===== src/rtl/cell_pos_reader.sv =====
// cell_pos_reader: streams a cell's particle words from a 2-cycle-latency RAM through a credit-controlled skid FIFO
module cell_pos_reader #(
  parameter int DATA_WIDTH = 96,
  parameter int ADDR_WIDTH = 8,
  parameter int PARTICLE_NUM = 220,
  parameter int FIFO_DEPTH = 4
) (
  input  logic                  clk,
  input  logic                  rst,
  input  logic                  start,
  output logic                  busy,
  output logic                  done,
  output logic [ADDR_WIDTH-1:0] particle_count,
  output logic [ADDR_WIDTH-1:0] mem_addr,
  output logic                  mem_rden,
  input  logic [DATA_WIDTH-1:0] mem_q,
  output logic [DATA_WIDTH-1:0] out_data,
  output logic [ADDR_WIDTH-1:0] out_pid,
  output logic                  out_valid,
  input  logic                  out_ready,
  output logic                  out_last
);
  localparam int PW = $clog2(FIFO_DEPTH);
  localparam logic [1:0] IDLE = 2'd0, WAIT_CNT = 2'd1, STREAM = 2'd2, DRAIN = 2'd3;
  localparam logic [ADDR_WIDTH-1:0] MAX_N = ADDR_WIDTH'(PARTICLE_NUM - 1);
  localparam logic [PW+1:0] DEPTH_L = (PW+2)'(FIFO_DEPTH);
  logic [1:0] state;
  logic [ADDR_WIDTH-1:0] next_addr, p0_addr, p1_addr, raw_n, clamp_n;
  logic p0, p1, pop, wr, issue;
  logic [DATA_WIDTH-1:0] fifo_data [FIFO_DEPTH];
  logic [ADDR_WIDTH-1:0] fifo_pid [FIFO_DEPTH];
  logic [PW-1:0] wr_ptr, rd_ptr;
  logic [PW:0] cnt;
  logic [PW+1:0] occ;
  always_comb begin
    out_valid = cnt != '0;
    out_data = out_valid ? fifo_data[rd_ptr] : '0;
    out_pid = out_valid ? fifo_pid[rd_ptr] : '0;
    out_last = out_valid && out_pid == particle_count;
    pop = out_valid && out_ready;
    wr = p1 && (state == STREAM || state == DRAIN);
    // occupancy after this edge if one more read is issued: FIFO plus every read still in the RAM pipe
    occ = (PW+2)'(cnt) + (PW+2)'(p1) + (PW+2)'(p0) + (PW+2)'(mem_rden) + (PW+2)'(1) - (PW+2)'(pop);
    issue = state == STREAM && occ <= DEPTH_L;
    raw_n = mem_q[ADDR_WIDTH-1:0];
    clamp_n = raw_n > MAX_N ? MAX_N : raw_n;
  end
  always_ff @(posedge clk)
    if (wr) begin
      fifo_data[wr_ptr] <= mem_q;
      fifo_pid[wr_ptr] <= p1_addr;
    end
  always_ff @(posedge clk)
    if (rst) begin
      state <= IDLE;
      busy <= 1'b0;
      done <= 1'b0;
      mem_rden <= 1'b0;
      mem_addr <= '0;
      particle_count <= '0;
      next_addr <= '0;
      p0 <= 1'b0;
      p1 <= 1'b0;
      p0_addr <= '0;
      p1_addr <= '0;
      wr_ptr <= '0;
      rd_ptr <= '0;
      cnt <= '0;
    end else begin
      done <= 1'b0;
      mem_rden <= issue;
      p0 <= mem_rden;
      p1 <= p0;
      p0_addr <= mem_addr;
      p1_addr <= p0_addr;
      if (issue) begin
        mem_addr <= next_addr;
        next_addr <= next_addr + 1'b1;
      end
      if (wr) wr_ptr <= wr_ptr + 1'b1;
      if (pop) rd_ptr <= rd_ptr + 1'b1;
      cnt <= cnt + (PW+1)'(wr) - (PW+1)'(pop);
      case (state)
        IDLE:
          if (start) begin
            mem_rden <= 1'b1;
            mem_addr <= '0;
            busy <= 1'b1;
            state <= WAIT_CNT;
          end
        WAIT_CNT:
          if (p1) begin
            particle_count <= clamp_n;
            if (clamp_n == '0) begin
              done <= 1'b1;
              busy <= 1'b0;
              state <= IDLE;
            end else begin
              next_addr <= ADDR_WIDTH'(1);
              state <= STREAM;
            end
          end
        STREAM:
          if (issue && next_addr == particle_count) state <= DRAIN;
        default:
          if (pop && out_last) begin
            done <= 1'b1;
            busy <= 1'b0;
            state <= IDLE;
          end
      endcase
    end
endmodule


===== config.mk =====
export PLATFORM = sky130hd
export DESIGN_NAME = cell_pos_reader
export DESIGN_NICKNAME = d
export VERILOG_FILES = /design/src/rtl/cell_pos_reader.sv
export SDC_FILE = /design/constraint.sdc
export NUM_CORES = 1
export LEC_CHECK = 0
export ABC_AREA = 1
export BUFFER_PORTS_ARGS = -buffer_cell sky130_fd_sc_hd__buf_2
export CORE_MARGIN = 2
export CORE_UTILIZATION = 45
export CTS_BUF_LIST = sky130_fd_sc_hd__clkbuf_4
export CTS_CLUSTER_DIAMETER = 30
export CTS_CLUSTER_SIZE = 30
export DETAILED_ROUTE_END_ITERATION = 16
export PLACE_DENSITY = 0.65
export SYNTH_ARGS = -nofsm -noshare
export SYNTH_HDL_FRONTEND = slang
export SYNTH_SLANG_ARGS = --single-unit

===== constraint.sdc =====
create_clock -name clk -period 5.1 [get_ports clk]
set_input_delay 1.02 -clock clk [delete_from_list [all_inputs] [get_ports clk]]
set_output_delay 1.02 -clock clk [all_outputs]
set_load 0.03 [all_outputs]

==> impl_metrics.env, run 1 <==
export IMPL_pwr_share_clk_pct=30.1
export IMPL_max_stage_delay_ns=0.79
export IMPL_die_h_um=208
export IMPL_intPower_mw=6.95
export IMPL_grt_usage_pct=19.5
export IMPL_start_util_pct=45.7
export IMPL_leakage_nw=8.30
export IMPL_end_kind="output port"
export IMPL_async_flop_share_pct=0
export IMPL_crit_top_cell="buf_4"
export IMPL_skew_ns=0.0363
export IMPL_fmax_mhz=230
export IMPL_synth_simple_area_share_pct=12.6
export IMPL_synth_enable_flop_cells=416
export IMPL_synth_yosys_warnings=0
export IMPL_grt_pass1_vias=12200
export IMPL_cts_buffers=97
export IMPL_drive_gt1_share_pct=22.8
export IMPL_power_mw=11.3
export IMPL_ys_flop_type="edfxtp_1"
export IMPL_combPwrFrac_pct=31.1
export IMPL_power_density_nw_per_um2=515
export IMPL_fillers=3523
export IMPL_cts_tree="done"
export IMPL_wl_um=42700
export IMPL_path_clk_slew_ns=0.09
export IMPL_core_um2=40900
export IMPL_synth_fp_nets=1713
export IMPL_gp_congestion=0.842
export IMPL_finalSetupViolations=0
export IMPL_slowest_stage="buf_4"
export IMPL_netlist_top_cells_count="430 x nor2_1, 416 x edfxtp_1, 181 x o21ai_0, 117 x a21oi_1, 106 x nand2_1"
export IMPL_avgSynthCellArea_um2=11.7
export IMPL_grt_pass1_wl_um=66200
export IMPL_crit_fanout=77
export IMPL_seqPwrFrac_pct=38.8
export IMPL_rsz0062_at_grt="no"
export IMPL_final_setup_tns_ns=0
export IMPL_yosysMostFrequentCell="nor2_1"
export IMPL_ios=225
export IMPL_cts_sinks=472
export IMPL_synth_area_leaders="edfxtp_1 67%, nor2_1 8.6%, dfxtp_1 6.0%, o21ai_0 4.8%, a21oi_1 3.1%"
export IMPL_synth_area_leader_cell="edfxtp_1"
export IMPL_cts_path_max_buffers=3
export IMPL_synth_top_family_by_area="simple AND/OR/NAND/NOR gates"
export IMPL_drt_first_pass_iters=5
export IMPL_num_vias=12500
export IMPL_synth_mux_area_fraction_pct=0
export IMPL_slew_viol_final=0
export IMPL_peakVddDrop_mv=0.464
export IMPL_area_growth_pct=17.3
export IMPL_die_area_um2=43200
export IMPL_met1_length_um=18500
export IMPL_htreeDepth=3
export IMPL_ant_nets=0
export IMPL_synthDistinctLibCells=41
export IMPL_arrival_ns=3.32
export IMPL_synth_compound_area_share_pct=9.34
export IMPL_antenna_found_initial=6
export IMPL_dp_hpwl_um=24000
export IMPL_fp_dieW_um=208
export IMPL_seq_area_frac_synth_pct=72.8
export IMPL_clk_latency_ns=0.79
export IMPL_netlist_area_um2=18700
export IMPL_route_met3_wl_um=2420
export IMPL_hold_buffers=0
export IMPL_wl_per_cell_um=17.2
export IMPL_grt_max_degree=105
export IMPL_hold_viol_final=0
export IMPL_viasPerCell=5.03
export IMPL_switching_share_pct=38.5
export IMPL_drcViolationCount=0
export IMPL_highest_layer="met5"
export IMPL_ys_ff_latch=472
export IMPL_cp_start_kind="register"
export IMPL_critical_path_class="register to output port"
export IMPL_synthAdderAreaFrac_pct=0.963
export IMPL_outcome="completed"
export IMPL_syn_inst=1601
export IMPL_hp_class="register to register"
export IMPL_worstPathRequired_ns=4.08
export IMPL_drtIter0Drc=722
export IMPL_yosys_area_top_type_share_pct=66.8
export IMPL_power_net_switching_mw=4.35
export IMPL_cts_root_buf="clkbuf_4"
export IMPL_final_core_util_pct=53.6
export IMPL_ctsResizeCount=0
export IMPL_grt_ovfl_total=0
export IMPL_num_rows=74
export IMPL_postCtsSetupRepairBufs=0
export IMPL_met2_length_um=20900
export IMPL_crit_chain="inv_1 -> nand3_2 -> clkinv_2 -> buf_4 -> buf_4 -> a21oi_1 -> buf_2"
export IMPL_cap_violations=0
export IMPL_min_period_ns=4.34
export IMPL_relSlewSlack_pct=25.9
export IMPL_fin_crit_sh_pct=85.1
export IMPL_tightest_slew_ns=1.11
export IMPL_synthXorXnorAreaFrac_pct=0.234
export IMPL_io_buffers=224
export IMPL_fin_nets=1971
==> area by class of cell <==
| class | instances | area, um2 | share of cell area [%] |
|---|---|---|---|
| inverters | 97 | 370 | 1.69 |
| clock buffers | 106 | 796 | 3.63 |
| repair buffers | 244 | 1310 | 5.96 |
| multi-input cells | 947 | 4370 | 19.9 |
| flip-flops and latches | 472 | 13600 | 62.0 |
| diodes | 5 | 12.5 | 0.0570 |
| well taps | 532 | 666 | 3.03 |
| clock inverters | 77 | 811 | 3.69 |
==> placed cells by master (no fill, tap or decap), types with 2 or more instances in the layout <==
| cell | instances |
|---|---|
| inv_1 | 89 |
| nand3_2 | 6 |
| clkinv_4 | 10 |
| or2_2 | 2 |
| nor2_4 | 4 |
| xor2_1 | 5 |
| nor3_2 | 2 |
| clkinv_2 | 16 |
| clkinv_1 | 15 |
| nand2_2 | 2 |
| nor2_2 | 2 |
| nor2_1 | 426 |
| diode_2 | 5 |
| buf_2 | 224 |
| nor3_1 | 5 |
| dfxtp_1 | 54 |
| clkbuf_4 | 106 |
| edfxtp_1 | 416 |
| buf_12 | 3 |
| inv_2 | 5 |
| a31oi_1 | 3 |
| o21ai_0 | 181 |
| a211oi_1 | 10 |
| buf_4 | 17 |
| o21ai_1 | 24 |
| a21oi_1 | 117 |
| nand2_1 | 106 |
| nand3b_1 | 2 |
| fa_1 | 4 |
| ha_1 | 8 |
| bufinv_16 | 13 |
| inv_6 | 14 |
| inv_4 | 2 |
| clkinvlp_4 | 9 |
| dfxtp_4 | 2 |
| nor3b_1 | 3 |
| nor4_1 | 2 |
| nand3_1 | 22 |
| nand4_1 | 2 |
==> metal layers <==
layer / track usage [%] / vias up
met4: 6.68 / 2
met1: 25.4 / 5955
li1: - / 6116
met3: 4.26 / 74
met2: 32.4 / 339
met5: 0 / -
==> sequential cells by signal, summed over array words and instances (netlist names), named ones only <==
register	cells
fifo_data	384
fifo_pid	32
mem_addr	8
next_addr	8
p0_addr	8
p1_addr	8
particle_count	8
cnt	3
rd_ptr	2
state	2
wr_ptr	2
busy	1
done	1
mem_rden	1
p0	1
p1	1
==> through the flow <==
| step | cell area, um2 | worst slack (ns) | hold slack [ns] | std cells |
|---|---|---|---|---|
| finish | 22000 | 0.760 | 0.397 | 2480 |
| global route | 22000 | 0.464 | 0.334 | 2480 |
| CTS | 21900 | 0.637 | 0.322 | 2475 |
| detailed placement | 20300 | 0.957 | 0.397 | 2292 |
| global placement | 20300 | 1.10 | 0.396 | 2292 |
| floorplan | 18700 | -0.373 | 0.388 | 1601 |
==> power groups by stage <==
stage	Clock [mW]	Combinational, mW	Sequential (mW)
finish	3.40	3.52	4.38
floorplan	0	2.46	4.48
global placement	0	3.51	4.47
detailed placement	0	3.54	4.47
global route	3.69	3.82	4.40
CTS	3.50	3.56	4.38
==> kinds of logic after synthesis <==
| group | Yosys count |
|---|---|
| AND/OR/NAND/NOR | 590 |
| buffers and inverters | 182 |
| AO/OA/AOI/OAI | 340 |
| flip-flops | 472 |
| adder cells (fa/ha/maj) | 12 |
| XOR/XNOR | 5 |
==> path summary, 6_finish.rpt <==
kind | depth (start not counted) | startpoint | to | slack (ns)
max | 7 | cnt[1] | out_data[31] | 0.76
min reg2reg | 2 | p0_addr[0] | p1_addr[0] | 0.40
max reg2reg | 18 | cnt[1] | next_addr[6] | 1.19
min | 2 | p0_addr[0] | p1_addr[0] | 0.40
==> worst max-delay path, delay by kind of cell (launching register included) <==
family,cells,cell delay [ns]
AND/OR/NAND/NOR,1,0.35
buffers and inverters,5,1.66
AO/OA/AOI/OAI,1,0.08
flip-flops,1,0.36
(Power assumes the default switching activity.)
==> run 2, diff against run 1 <==
Settings changed: PLACE_DENSITY 0.65 to 0.67.
==> impl_metrics.env, run 2 (same netlist as run 1, synthesis figures left out) <==
export IMPL_drcViolationCount=0
export IMPL_layout_commonest_cell="nor2_1"
export IMPL_min_path_cells=2
export IMPL_grt_ovfl_total=0
export IMPL_grt_max_degree=105
export IMPL_finalSetupViolations=0
export IMPL_ios=225
export IMPL_fin_crit_sh_pct=90.5
export IMPL_clk_latency_ns=0.81
export IMPL_fmax_mhz=217
export IMPL_multi_input_area_um2=4370
export IMPL_slew_viol_final=0
export IMPL_num_rows=74
export IMPL_fp_dieW_um=208
export IMPL_place_ws_ns=1.15
export IMPL_hold_viol_final=0
export IMPL_end_kind="output port"
export IMPL_top_regs="fifo_data: 384 flops, fifo_pid: 32 flops"
export IMPL_num_vias=12700
export IMPL_path_clk_slew_ns=0.08
export IMPL_placed_area_um2=20300
export IMPL_drt_first_pass_iters=5
export IMPL_outcome="completed"
export IMPL_crit_fanout=84
export IMPL_placed_cells=2288
export IMPL_viasPerCell=5.15
export IMPL_arrival_ns=3.59
export IMPL_fillers=3555
export IMPL_cts_path_max_buffers=3
export IMPL_cts_root_buf="clkbuf_4"
export IMPL_htreeDepth=3
export IMPL_cts_sinks=472
export IMPL_wl_um=43100
export IMPL_drive_gt1_share_pct=22.0
export IMPL_critical_path_class="register to output port"
export IMPL_core_um2=40900
export IMPL_cts_tree="done"
export IMPL_peakVddDrop_mv=0.484
export IMPL_grt_pass1_wl_um=67500
export IMPL_io_buffers=224
export IMPL_grt_usage_pct=19.9
export IMPL_hold_ws_ns=0.410
export IMPL_rsz0062_at_grt="no"
export IMPL_regArea_um2=13600
export IMPL_leakage_nw=8.22
export IMPL_fin_ws_ns=0.485
export IMPL_fin_nets=1963
export IMPL_gp_congestion=0.878
export IMPL_worstPathRequired_ns=4.08
export IMPL_wl_per_cell_um=17.5
export IMPL_drtIter0Drc=973
export IMPL_ant_nets=0
export IMPL_top_register="fifo_data"
export IMPL_power_mw=11.1
export IMPL_tightest_slew_ns=1.02
export IMPL_fin_area_um2=21800
export IMPL_skew_ns=0.0399
export IMPL_die_area_um2=43200
export IMPL_largest_reg_flops=384
export IMPL_reg2regPathDepth=17
export IMPL_final_setup_tns_ns=0
export IMPL_postCtsSetupRepairBufs=0
export IMPL_die_h_um=208
export IMPL_hold_buffers=0
export IMPL_relSlewSlack_pct=32.1
export IMPL_final_cell_mix="426 x nor2_1, 416 x edfxtp_1, 224 x buf_2"
export IMPL_area_growth_pct=16.6
export IMPL_ctsResizeCount=0
export IMPL_final_core_util_pct=53.3
export IMPL_fin_cells=2466
export IMPL_min_period_ns=4.61
export IMPL_power_density_nw_per_um2=510
export IMPL_antenna_found_initial=7
export IMPL_cts_buffers=93
export IMPL_cp_start_kind="register"
export IMPL_start_util_pct=45.7
export IMPL_cap_violations=0
export IMPL_hp_class="register to register"
export IMPL_grt_pass1_vias=12600
export IMPL_dp_hpwl_um=24200
## run 2: power breakdown
group / total [mW] / leakage [nW] / switching [mW] / internal, mW
clock: 3.22 / 0.807 / 1.51 / 1.72
sequential: 4.40 / 4.20 / 0.113 / 4.29
combinational: 3.50 / 3.21 / 2.63 / 0.875
## run 2: per-layer routing
| layer | global-route usage [%] | vias to the layer above | share of wire [%] |
|---|---|---|---|
| met5 | 0 | - | 0 |
| met4 | 8.78 | 0 | 2.7 |
| met3 | 4.41 | 80 | 6.6 |
| met2 | 32.8 | 419 | 50 |
| met1 | 25.4 | 6100 | 41 |
| li1 | - | 6099 | - |
## run 2: final cells by class
| cell class | count | share of cell area (%) |
|---|---|---|
| multi-input combinational | 947 | 20.0 |
| tap | 532 | 3.05 |
| clock inverter | 65 | 3.10 |
| inverter | 97 | 1.70 |
| timing repair buffer | 240 | 5.94 |
| antenna | 7 | 0.0803 |
| clock buffer | 106 | 3.65 |
| sequential | 472 | 62.5 |
## run 2: final timing paths
path | startpoint | to | slack (ns)
setup / recovery | register | out_last | 0.49
hold / removal | p0_addr[4] | p1_addr[4] | 0.41
hold reg to reg | p0_addr[4] | p1_addr[4] | 0.41
setup reg to reg | cnt[1] | next_addr[7] | 1.30
## run 2: worst max-delay path, cell delays in order (launching register included)
cell	delay, ns
dfxtp_4	0.67
buf_4	0.77
nand2_1	0.12
nand3_1	0.11
nand2_1	0.11
nand3_1	0.08
nand2_1	0.06
inv_1	0.05
nand2_1	0.06
nor4_1	0.45
buf_2	0.30
